$ cat config.mk
export PLATFORM = sky130hd
export DESIGN_NAME = key_cfg_ctrl
export DESIGN_NICKNAME = d
export VERILOG_FILES = /design/src/rtl/key_cfg_ctrl.sv
export SDC_FILE = /design/constraint.sdc
export NUM_CORES = 1
export LEC_CHECK = 0
export ABC_AREA = 1
export CORE_MARGIN = 2
export CORE_UTILIZATION = 50
export CTS_BUF_LIST = sky130_fd_sc_hd__clkbuf_8 sky130_fd_sc_hd__clkbuf_16
export DETAILED_ROUTE_END_ITERATION = 10
export PLACE_DENSITY = 0.7
export SLEW_MARGIN = 20
export SYNTH_ARGS = -nofsm -noshare
export SYNTH_HDL_FRONTEND = slang
export SYNTH_SLANG_ARGS = --single-unit
$ cat constraint.sdc
create_clock -name clk -period 3.1 [get_ports clk]
set_input_delay 0.62 -clock clk [delete_from_list [all_inputs] [get_ports clk]]
set_output_delay 0.62 -clock clk [all_outputs]
set_load 0.005 [all_outputs]
$ cat src/rtl/key_cfg_ctrl.sv
// Key-driven configuration controller: turns debounced key pulses into shadow-register
// updates and sequences single or burst writes over a valid/ready config bus.
module key_cfg_ctrl #(
    parameter int NUM_REG    = 4,
    parameter int ADDR_WIDTH = 2,
    parameter int VAL_WIDTH  = 8,
    parameter int MAX_VAL    = 255,
    parameter int TMO_WIDTH  = 16
) (
    input  logic                  clk,
    input  logic                  rst,
    input  logic                  key_sel,
    input  logic                  key_up,
    input  logic                  key_down,
    input  logic                  key_apply,
    output logic                  cfg_valid,
    input  logic                  cfg_ready,
    output logic [ADDR_WIDTH-1:0] cfg_addr,
    output logic [VAL_WIDTH-1:0]  cfg_data,
    output logic [ADDR_WIDTH-1:0] cur_sel,
    output logic [VAL_WIDTH-1:0]  cur_val,
    output logic                  busy,
    output logic                  err_timeout
);

    typedef enum logic [1:0] {
        IDLE  = 2'd0,
        WRITE = 2'd1,
        BURST = 2'd2
    } state_t;

    localparam logic [ADDR_WIDTH-1:0] LAST_SEL = ADDR_WIDTH'(NUM_REG - 1);
    localparam logic [VAL_WIDTH-1:0]  MAX_V    = VAL_WIDTH'(MAX_VAL);
    // Abort fires on the stalled edge that would take the counter to all-ones.
    localparam logic [TMO_WIDTH-1:0]  TMO_ABORT = {{(TMO_WIDTH-1){1'b1}}, 1'b0};

    state_t                  state;
    state_t                  state_next;
    logic [VAL_WIDTH-1:0]    shadow [NUM_REG];
    logic [TMO_WIDTH-1:0]    tmo_cnt;

    logic [ADDR_WIDTH-1:0]   sel_next;
    logic                    valid_next;
    logic [ADDR_WIDTH-1:0]   addr_next;
    logic [VAL_WIDTH-1:0]    data_next;
    logic                    err_next;
    logic [TMO_WIDTH-1:0]    tmo_next;
    logic                    wr_en;
    logic [VAL_WIDTH-1:0]    wr_val;
    logic [ADDR_WIDTH-1:0]   addr_inc;

    assign cur_val  = shadow[cur_sel];
    assign addr_inc = cfg_addr + 1'b1;

    // NOTE: every signal written here gets a default first, so no path leaves one
    // unassigned and no latch is inferred.
    always_comb begin
        state_next = state;
        sel_next   = cur_sel;
        valid_next = cfg_valid;
        addr_next  = cfg_addr;
        data_next  = cfg_data;
        err_next   = 1'b0;
        tmo_next   = tmo_cnt;
        wr_en      = 1'b0;
        wr_val     = '0;

        case (state)
            IDLE: begin
                // One key per cycle: apply > sel > up > down; the rest are discarded.
                if (key_apply) begin
                    state_next = BURST;
                    valid_next = 1'b1;
                    addr_next  = '0;
                    data_next  = shadow[0];
                    tmo_next   = '0;
                end else if (key_sel) begin
                    sel_next = (cur_sel == LAST_SEL) ? '0 : cur_sel + 1'b1;
                end else if (key_up) begin
                    if (cur_val < MAX_V) begin
                        wr_en      = 1'b1;
                        wr_val     = cur_val + 1'b1;
                        state_next = WRITE;
                        valid_next = 1'b1;
                        addr_next  = cur_sel;
                        data_next  = cur_val + 1'b1;
                        tmo_next   = '0;
                    end
                end else if (key_down) begin
                    if (cur_val != '0) begin
                        wr_en      = 1'b1;
                        wr_val     = cur_val - 1'b1;
                        state_next = WRITE;
                        valid_next = 1'b1;
                        addr_next  = cur_sel;
                        data_next  = cur_val - 1'b1;
                        tmo_next   = '0;
                    end
                end
            end

            WRITE, BURST: begin
                if (cfg_ready) begin
                    tmo_next = '0;
                    if (state == BURST && cfg_addr != LAST_SEL) begin
                        addr_next = addr_inc;
                        data_next = shadow[addr_inc];
                    end else begin
                        valid_next = 1'b0;
                        state_next = IDLE;
                    end
                end else begin
                    tmo_next = tmo_cnt + 1'b1;
                    if (tmo_cnt == TMO_ABORT) begin
                        valid_next = 1'b0;
                        err_next   = 1'b1;
                        state_next = IDLE;
                    end
                end
            end

            default: begin
                valid_next = 1'b0;
                state_next = IDLE;
            end
        endcase
    end

    // NOTE: sequential state uses non-blocking assignments so every register samples
    // the pre-edge values computed above, independent of statement order.
    always_ff @(posedge clk) begin
        if (rst) begin
            state       <= IDLE;
            cur_sel     <= '0;
            cfg_valid   <= 1'b0;
            cfg_addr    <= '0;
            cfg_data    <= '0;
            busy        <= 1'b0;
            err_timeout <= 1'b0;
            tmo_cnt     <= '0;
            // NOTE: the shadow bank is reset because its contents are visible on
            // cur_val and sent by key_apply; a small register file, not a RAM.
            for (int i = 0; i < NUM_REG; i++) begin
                shadow[i] <= '0;
            end
        end else begin
            state       <= state_next;
            cur_sel     <= sel_next;
            cfg_valid   <= valid_next;
            cfg_addr    <= addr_next;
            cfg_data    <= data_next;
            busy        <= (state_next != IDLE);
            err_timeout <= err_next;
            tmo_cnt     <= tmo_next;
            if (wr_en) begin
                shadow[cur_sel] <= wr_val;
            end
        end
    end

endmodule

==> results.md, run 1 <==
- The run finished with clean final reports.
- Measured in cells, the most critical reg-to-reg path has a length of 16.
- The clock latency on the worst-skew pair is 350 ps.
- After Yosys synthesis, and, or, nand and nor cells account for 37.0% of the synthesized area.
- Synthesis inferred 67 register bits.
- The worst-case IR drop observed on VDD is 0.000279 V.
- In this run, post-CTS hold repair placed 0 buffers.
- The worst path in the final design needs a cycle of 2730 ps, including I/O delays and setup.
- Of all flip-flops after synthesis, the portion carrying an async set or reset was 0%.
- The area of the die is 9290 um^2.
- The worst setup path is launched from a register.
- The initial utilization of the core area, before any placement, comes to 51.7%.
- The final layout net count is 647.
- The dominant synthesized flop cell is dfxtp_1.
- In the global route stage, overall resource usage came out at 28.7%.
- The initial antenna violation count came to 0.
- TritonCTS built the clock tree.
- The layout overhead on the synthesized area is 12.8%.
- The number of different library cells used by synthesis comes to 37.
- The setup slack after placement is 400 ps.
- The detailed-routing iteration count for the pre-antenna-repair pass is 5.
- Dividing total power by cell area gives a power density of 499 nW/um^2.
- The height of the chip is 96.4 um.
- Of the cells placed in the final design, the portion with a size suffix greater than 1 is 8.82%.
- The post-synthesis instance area is 4270 um^2.
- The weighted congestion reported at the end of routability-driven placement is 0.911.
- The tool flagged a number of max-cap violations equal to 0.
- After Yosys synthesis, XOR and XNOR cells account for 2.26% of the synthesized area.
- The worst setup path is of the register to register kind.
- Counting flops with a built-in enable in the synthesized netlist gives 32.
- The type of element capturing the critical path is a register.
- In this run the static leakage power is 2.01 nW.
- The post-synthesis net count is 618.
- In this run, CTS created clock tree buffers numbering 9.
- Across all layers, the routed design uses 4,194 vias.
- The post-CTS setup repair buffer count is 0.
- After synthesis, the largest family of logic cells by area is simple AND/OR/NAND/NOR gates.
- At the worst endpoint, the arrival time is 2750 ps.
- The number of antenna repair diodes is 0.
- Synthesis produced a netlist whose cell count is 601.
- The met1 usage in global routing is 40.9%.
- The commonest non-fill, non-tap cell in the layout is nand2_1.
- The total clock sinks is 67.
- The post-detailed-placement half-perimeter wirelength is 9660 um.
- The count of final max-slew check failures is 0.
- The number of DRC violations after detailed routing is 0.
- The endpoint of the lowest-slack register-to-register path is shadow[1][3]$_SDFFCE_PN0P_.
- During synthesis, Yosys emitted a total of 0 warnings.
- After clock tree synthesis, the clock-pin slew on the worst setup and hold paths is 80 ps.
- The count of final hold-check violations is 0.
- The clock tree root driver cell is clkbuf_8.
- Using the TritonRoute via totals, the vias-per-cell ratio works out to 5.67.
- The share of the cycle needed by the critical path after routing is 87.9%.
- Setup repair after global routing left no endpoint under its margin.
- The multiplexer fraction of the synthesized cell area is 0%.
- Static timing analysis puts the maximum clock frequency at 0.367 GHz.
- The routed design has 12,700 um of wire.
- Each instance of the synthesized netlist takes up on average 7.10 um^2.
- The longest clock path from root to sink contains 2 buffers.
- In this run the most critical hold path is launched from cfg_valid$_SDFFE_PP0P_.
- Global routing consumed, on the met3 layer, 3.92% of the routing resources.
- Summing the areas of all compound-gate instances in the mapped netlist gives 10.8% of the synthesized area.
- The worst reg-to-reg setup slack is 370 ps.
- For this run the aggregate overflow at the end of global routing stands at 0.
- The worst slew slack as a fraction of its limit is 55.5%.
- The most congested layer reported by global routing is met2.
- Setup violations remaining at the end of the flow were counted as 0.
- The met2 track demand over resource is 44.8%.
- The final critical-path setup slack is 374 ps.
- The adder-cell area share of the yosys netlist is 2.93%.
- The share of synthesized area occupied by flip-flops and latches is 39.0%.
- The global-route wire length before repair is 19,600 um.
- The via count of the first global-routing pass is 3,761.
- The detailed-route wire length per cell is 17.2 um.
- The largest net degree at the start of global routing is 24.
- Between clock sinks in the finished design, the worst skew comes to 10.3 ps.
- Setup total negative slack on the finished layout was measured at 0 ps.
- Along the worst path, the maximum fanout reaches 17.
- The initialized floorplan defines 33 standard-cell rows.
- In this run the number of H-tree levels came out at 3.
- The count of port buffers added during placement is 29.
- The worst hold path belongs to the class register to register.
- The count of boundary I/O pins is 30.
- The core region is 8260 um^2.
- The post-CTS resize count is 0.
- The first-iteration detailed-routing DRC count is 330.
- At the worst endpoint, the required time is 3130 ps.
- The worst hold path depth is 2.
- The end point of the worst hold path is cfg_valid$_SDFFE_PP0P_.
- From left edge to right edge, the die measures 96.4 um.
- In the layout the commonest cells are nand2_1 (170), nor2_1 (81), nand3_1 (52).
- Once detail routing completed, the nets flagged for antenna violations numbered 0.
- The slew of the pin with the lowest slew margin is 667 ps.
[cells in the mapped netlist (2+ instances only)]
| library cell | n | area share, % |
|---|---|---|
| a21oi_1 | 33 | 3.9 |
| a31oi_1 | 2 | 0.29 |
| buf_4 | 3 | 0.53 |
| buf_6 | 5 | 1.3 |
| clkbuf_1 | 14 | 1.2 |
| dfxtp_1 | 35 | 16 |
| edfxtp_1 | 32 | 23 |
| ha_1 | 10 | 2.9 |
| inv_1 | 43 | 3.8 |
| inv_2 | 2 | 0.18 |
| nand2_1 | 170 | 15 |
| nand2_2 | 7 | 1.0 |
| nand2_4 | 4 | 1.1 |
| nand3_1 | 52 | 6.1 |
| nand3_2 | 2 | 0.47 |
| nand3_4 | 2 | 0.82 |
| nand3b_1 | 2 | 0.35 |
| nand4_1 | 6 | 0.88 |
| nor2_1 | 81 | 7.1 |
| nor2_2 | 4 | 0.59 |
| nor3_1 | 16 | 1.9 |
| nor4_1 | 4 | 0.59 |
| o21ai_0 | 41 | 4.8 |
| o221ai_1 | 3 | 0.62 |
| o22ai_1 | 7 | 1.0 |
| xnor2_1 | 6 | 1.2 |
| xor2_1 | 5 | 1.0 |
[cell families after synthesis]
| group | Yosys count |
|---|---|
| and+or+nand+nor | 354 |
| DFF | 67 |
| AOI/OAI and AO/OA | 87 |
| xor gates and xnor gates | 11 |
| adders and majority gates | 10 |
| buffers and inverters | 72 |
[critical path, stage by stage (launching register included)]
cell and delay (ps):
dfxtp_1 320, buf_4 220, inv_8 80, nand2_1 60
nand3_1 60, nand2_1 170, inv_1 80, ha_1 210
nand2_1 100, nor2_1 80, nand4_1 130, nand3_4 110
nor2_4 130, nand2_4 120, inv_4 100, nand3_4 110
nand2_1 300
[report_power, final]
| group | total, W | switching [W] | internal [W] | leakage [nW] |
|---|---|---|---|---|
| clock | 0.000672 | 0.000378 | 0.000294 | 0.0860 |
| combinational | 0.000693 | 0.000443 | 0.000250 | 1.30 |
| sequential | 0.00104 | 0.0000523 | 0.000983 | 0.617 |
| total | 0.00240 | 0.000873 | 0.00153 | 2.01 |
[layout make-up]
cell class / count / area (um^2)
flip-flops and latches: 67 / 1660
clock inverters: 7 / 51.3
well taps: 105 / 131
clock buffers: 9 / 124
repair buffers: 42 / 388
fillers: 827 / 3450
multi-input cells: 462 / 2260
inverters: 48 / 190
[how the worst max path moves through the flow]
stage | startpoint | end | slack (ps) | cells past startpoint
global placement | register | shadow[1][1]$_SDFFCE_PN0P_ | 470 | 15
floorplan | register | shadow[2][0]$_SDFFCE_PN0P_ | 620 | 17
CTS | register | cur_val[0] | 380 | 6
global route | register | shadow[1][3]$_SDFFCE_PN0P_ | 150 | 16
finish | register | shadow[1][3]$_SDFFCE_PN0P_ | 370 | 16
detailed placement | register | shadow[1][3]$_SDFFCE_PN0P_ | 400 | 15
[routing by layer]
metal  up-vias  wire, um
met5         -         0
met4         0       352
met3        25       901
met2       189      5690
met1      1932      5760
li1       2048         -
[state kept, by name, summed over array words and instances (netlist names), named ones only]
signal / cells
busy: 1
cfg_valid: 1
tmo_cnt: 16
cfg_data: 8
shadow: 32
cur_sel: 2
state: 2
cfg_addr: 2
err_timeout: 1
[per-stage QoR]
stage / total power (W) / area (um^2) / instances / hold WS, ps / util (%)
final: 0.00240 / 4810 / 740 / 476 / 58.2
after global routing: 0.00252 / 4810 / 740 / 500 / 58.2
after CTS: 0.00241 / 4810 / 740 / 482 / 58.2
after detailed placement: 0.00173 / 4630 / 724 / 471 / 56.1
after global placement: 0.00172 / 4630 / 724 / 453 / 56.1
after floorplan: 0.00148 / 4270 / 601 / 461 / -
Note: power is estimated with default switching activity, not from simulation.
==> inputs of run 2 (changes only) <==
--- a/config.mk
+++ b/config.mk
@@ -8,7 +8,6 @@
 export ABC_AREA = 1
 export CORE_MARGIN = 2
 export CORE_UTILIZATION = 50
-export CTS_BUF_LIST = sky130_fd_sc_hd__clkbuf_8 sky130_fd_sc_hd__clkbuf_16
 export DETAILED_ROUTE_END_ITERATION = 10
 export PLACE_DENSITY = 0.7
 export SLEW_MARGIN = 20
==> constraint.sdc (replaced) <==
create_clock -name clk -period 2.74 [get_ports clk]
set_input_delay 0.548 -clock clk [delete_from_list [all_inputs] [get_ports clk]]
set_output_delay 0.548 -clock clk [all_outputs]
set_load 0.005 [all_outputs]
==> run 2 against run 1 <==
  * Combinational power increased by 17%
  * Critical path type is now register to primary output
  * Worst setup slack worse by 170 ps
  * Largest cell class unchanged
  * Sequential share of layout area fell by 0.51 points
  * Design area grew 1.6%
  * Worst hold slack hardly changed
==> results.md, run 2 (same netlist as run 1, synthesis figures left out) <==
- The global-route total usage across every layer is 28.3% (was 28.7%).
- The flip-flop count of the largest register, all copies and words added is 32 (unchanged).
- The number of DRC violations after detailed routing is 0 (unchanged).
- The slew of the pin with the lowest slew margin is 613 ps (was 667 ps).
- The post-detailed-placement half-perimeter wirelength came to 9540 um (was 9660 um).
- The commonest non-fill, non-tap cell in the layout is nand2_1 (unchanged).
- The worst-path maximum fanout was 9 (was 17).
- The TritonCTS clock tree was yes (unchanged).
- The total negative slack is 0 ps (unchanged).
- The type of element capturing the critical path is a primary output (was register).
- The count of final hold-check violations is 0 (unchanged).
- The weighted congestion reported at the end of routability-driven placement is 1.02 (was 0.911).
- The register clock-pin slew on the reported worst setup and hold paths was 80 ps (about the same).
- The number of buffers inserted for hold repair after clock tree synthesis is 0 (unchanged).
- The leakage power summed over all cells is 2.04 nW (was 2.01 nW).
- Largest registers: shadow: 32 flops, tmo_cnt: 16 flops, cfg_data: 8 flops (unchanged).
- The final clock skew came to 12.2 ps (was 10.3 ps).
- The critical path data arrival time is 1990 ps (was 2750 ps).
- The most frequent cell on the critical path is buf_4 (was nand2_1).
- The remaining number of nets flagged by the antenna check after routing is 0 (unchanged).
- The initial standard-cell utilization of the core came to 51.7% (unchanged).
- The detailed-route wire length per cell was 16.7 um (was 17.2 um).
- Critical path cell sequence: buf_4, buf_4, nand2_1, nand3_1, nand2_2, inv_1, clkdlybuf4s50_1 (was buf_4, inv_8, nand2_1, nand3_1, nand2_1, inv_1, ha_1, nand2_1, nor2_1, nand4_1, nand3_4, nor2_4, nand2_4, inv_4, nand3_4, nand2_1).
- The cell type group with the largest total delay on the critical path is buffers and inverters (was simple AND/OR/NAND/NOR gates).
- The count of boundary I/O pins is 30 (unchanged).
- The clock latency on the worst-skew pair is 350 ps (about the same).
- The kind of launch point of the worst setup path is a register (unchanged).
- The largest net degree at the start of global routing was 23 (was 24).
- RSZ-0062 raised after global routing: false (unchanged).
- The final critical-path setup slack was 203 ps (was 374 ps).
- The maximum operating frequency is 0.394 GHz.
- Highest-count cells in the layout ignoring fill and taps: nand2_1 (167), nor2_1 (81), nand3_1 (52) (was nand2_1 (170), nor2_1 (81), nand3_1 (52)).
- The via-per-instance ratio is 5.69 (was 5.67).
- The clock buffer count from CTS came to 9 (unchanged).
- The longest individual stage delay on the worst path is 530 ps (was 320 ps).
- The slowest cell on the critical path is clkdlybuf4s50_1 (was dfxtp_1).
- The total wirelength of the detailed-routed design came to 12,500 um (was 12,700 um).
- The count of port buffers added during placement came to 29 (unchanged).
- The height of the chip is 96.4 um (unchanged).
- The total power density per cell area was 572 nW/um^2 (was 499 nW/um^2).
- The layout overhead on the synthesized area is 14.5% (was 12.8%).
- The worst supply voltage drop on vdd was 0.000297 V (was 0.000279 V).
- The number of antenna repair diodes is 0 (unchanged).
- The area of the die is 9290 um^2 (unchanged).
- The reported max-cap violation count is 0 (unchanged).
- The worst reg-to-reg setup slack was 250 ps (was 370 ps).
- The first-iteration detailed-routing DRC count is 420 (was 330).
- The setup slack after placement is 167 ps (was 400 ps).
- The count of final max-slew check failures is 0 (unchanged).
- The width of the chip is 96.4 um (unchanged).
- The detailed-routing iteration count for the pre-antenna-repair pass was 5 (unchanged).
- The fraction of layout instances using a drive strength above 1 is 10.0% (was 8.82%).
- The core utilization of the finished layout is 59.2% (was 58.2%).
- The number of placement rows is 33 (unchanged).
- The clock tree root driver cell is clkbuf_8 (unchanged).
- The total congestion overflow after global routing is 0 (unchanged).
- The maximum number of buffers from clock root to sink came to 2 (unchanged).
- The total clock sinks came to 67 (unchanged).
- The time the worst path needs with I/O delays and setup is 2540 ps.
- The layout filler cell count came to 821 (was 827).
- Status: finished, final reports clean (unchanged).
- The worst endpoint required time is 2190 ps (was 3130 ps).
- The initial antenna violation count is 0 (unchanged).
- The number of endpoints failing setup at the final stage was 0 (unchanged).
- The via count of the first global-routing pass is 3,816 (was 3,761).
- The final layout net count is 652 (was 647).
- The placeable core region is 8260 um^2 (unchanged).
- The register with the most flip-flops was shadow (unchanged).
- In the finished design, the share of the clock period the worst path needs comes to 92.6%.
- The global-route wire length before repair is 19,600 um (about the same).
- The number of levels in the clock H-tree was 3 (unchanged).
- The number of buffers and inverters on the critical path is 4 (unchanged).
- The worst hold-check path type is register to register (unchanged).
- The worst slew slack as a fraction of its limit was 59.1% (was 55.5%).
- The post-CTS setup repair buffer count is 0 (unchanged).
- The class of the most critical setup path is register to primary output (was register to register).
- The detailed-route via count came to 4,241 (was 4,194).
[run 2: cell count changes in the layout (fill, tap and decap cells not counted), moves of 2 or more]
cell     before  now
inv_6         2    0
nor2_4        1    3
nand2_1     170  167
buf_4        13   18
nor2_2        4    2
nand2_2       7   10
[run 2: power breakdown]
group / internal (W) / total, W / switching, W
logic: 0.000291 / 0.000812 / 0.000521
registers: 0.00111 / 0.00116 / 0.0000513
clock network: 0.000420 / 0.000818 / 0.000398
total: 0.00182 / 0.00279 / 0.000970
[run 2: layout make-up]
type | instances | area [um^2] | area share (%)
Tap cell | 105 | 131 | 2.69
Multi-Input combinational cell | 462 | 2280 | 46.7
Inverter | 48 | 190 | 3.89
Clock inverter | 6 | 66.3 | 1.36
Timing Repair Buffer | 47 | 425 | 8.71
Clock buffer | 10 | 128 | 2.61
Sequential cell | 67 | 1660 | 34.0
[run 2: per-layer routing]
layer | vias up | share of wire, % | GRT usage, %
met3 | 43 | 7.0 | 4.62
li1 | 2066 | - | -
met2 | 193 | 45 | 44.5
met1 | 1939 | 45 | 39.3
met4 | 0 | 2.9 | 9.98
met5 | - | 0 | 0
[run 2: per-stage QoR]
step | hold WS, ps | cells | instance area, um^2 | total power, W
3_5_place_dp | 463 | 729 | 4670 | 0.00197
3_3_place_gp | 450 | 729 | 4670 | 0.00197
5_1_grt | 500 | 745 | 4880 | 0.00294
4_1_cts | 478 | 745 | 4870 | 0.00279
2_1_floorplan | 461 | 601 | 4270 | 0.00167
6_report | 476 | 745 | 4880 | 0.00279
[run 2: worst paths after layout]
check,to,cells after the start,startpoint
worst max register to register,shadow[2][5]$_SDFFCE_PN0P_,16,register
worst min-delay path,cfg_data[3]$_SDFFE_PP0P_,2,cfg_data[3]$_SDFFE_PP0P_
worst min register to register,cfg_data[3]$_SDFFE_PP0P_,2,cfg_data[3]$_SDFFE_PP0P_
worst max-delay path,cur_val[5],7,register
[run 2: repair_timing]
item	CTS	global route
endpoints found under the setup margin	0	51
hold endpoints to repair	0	0
gates resized for setup	0	6
[run 2: worst min-delay path, cell delays in order, from the launching register on]
cell and delay (ps):
dfxtp_1 320, nand2_1 60, a21oi_1 60
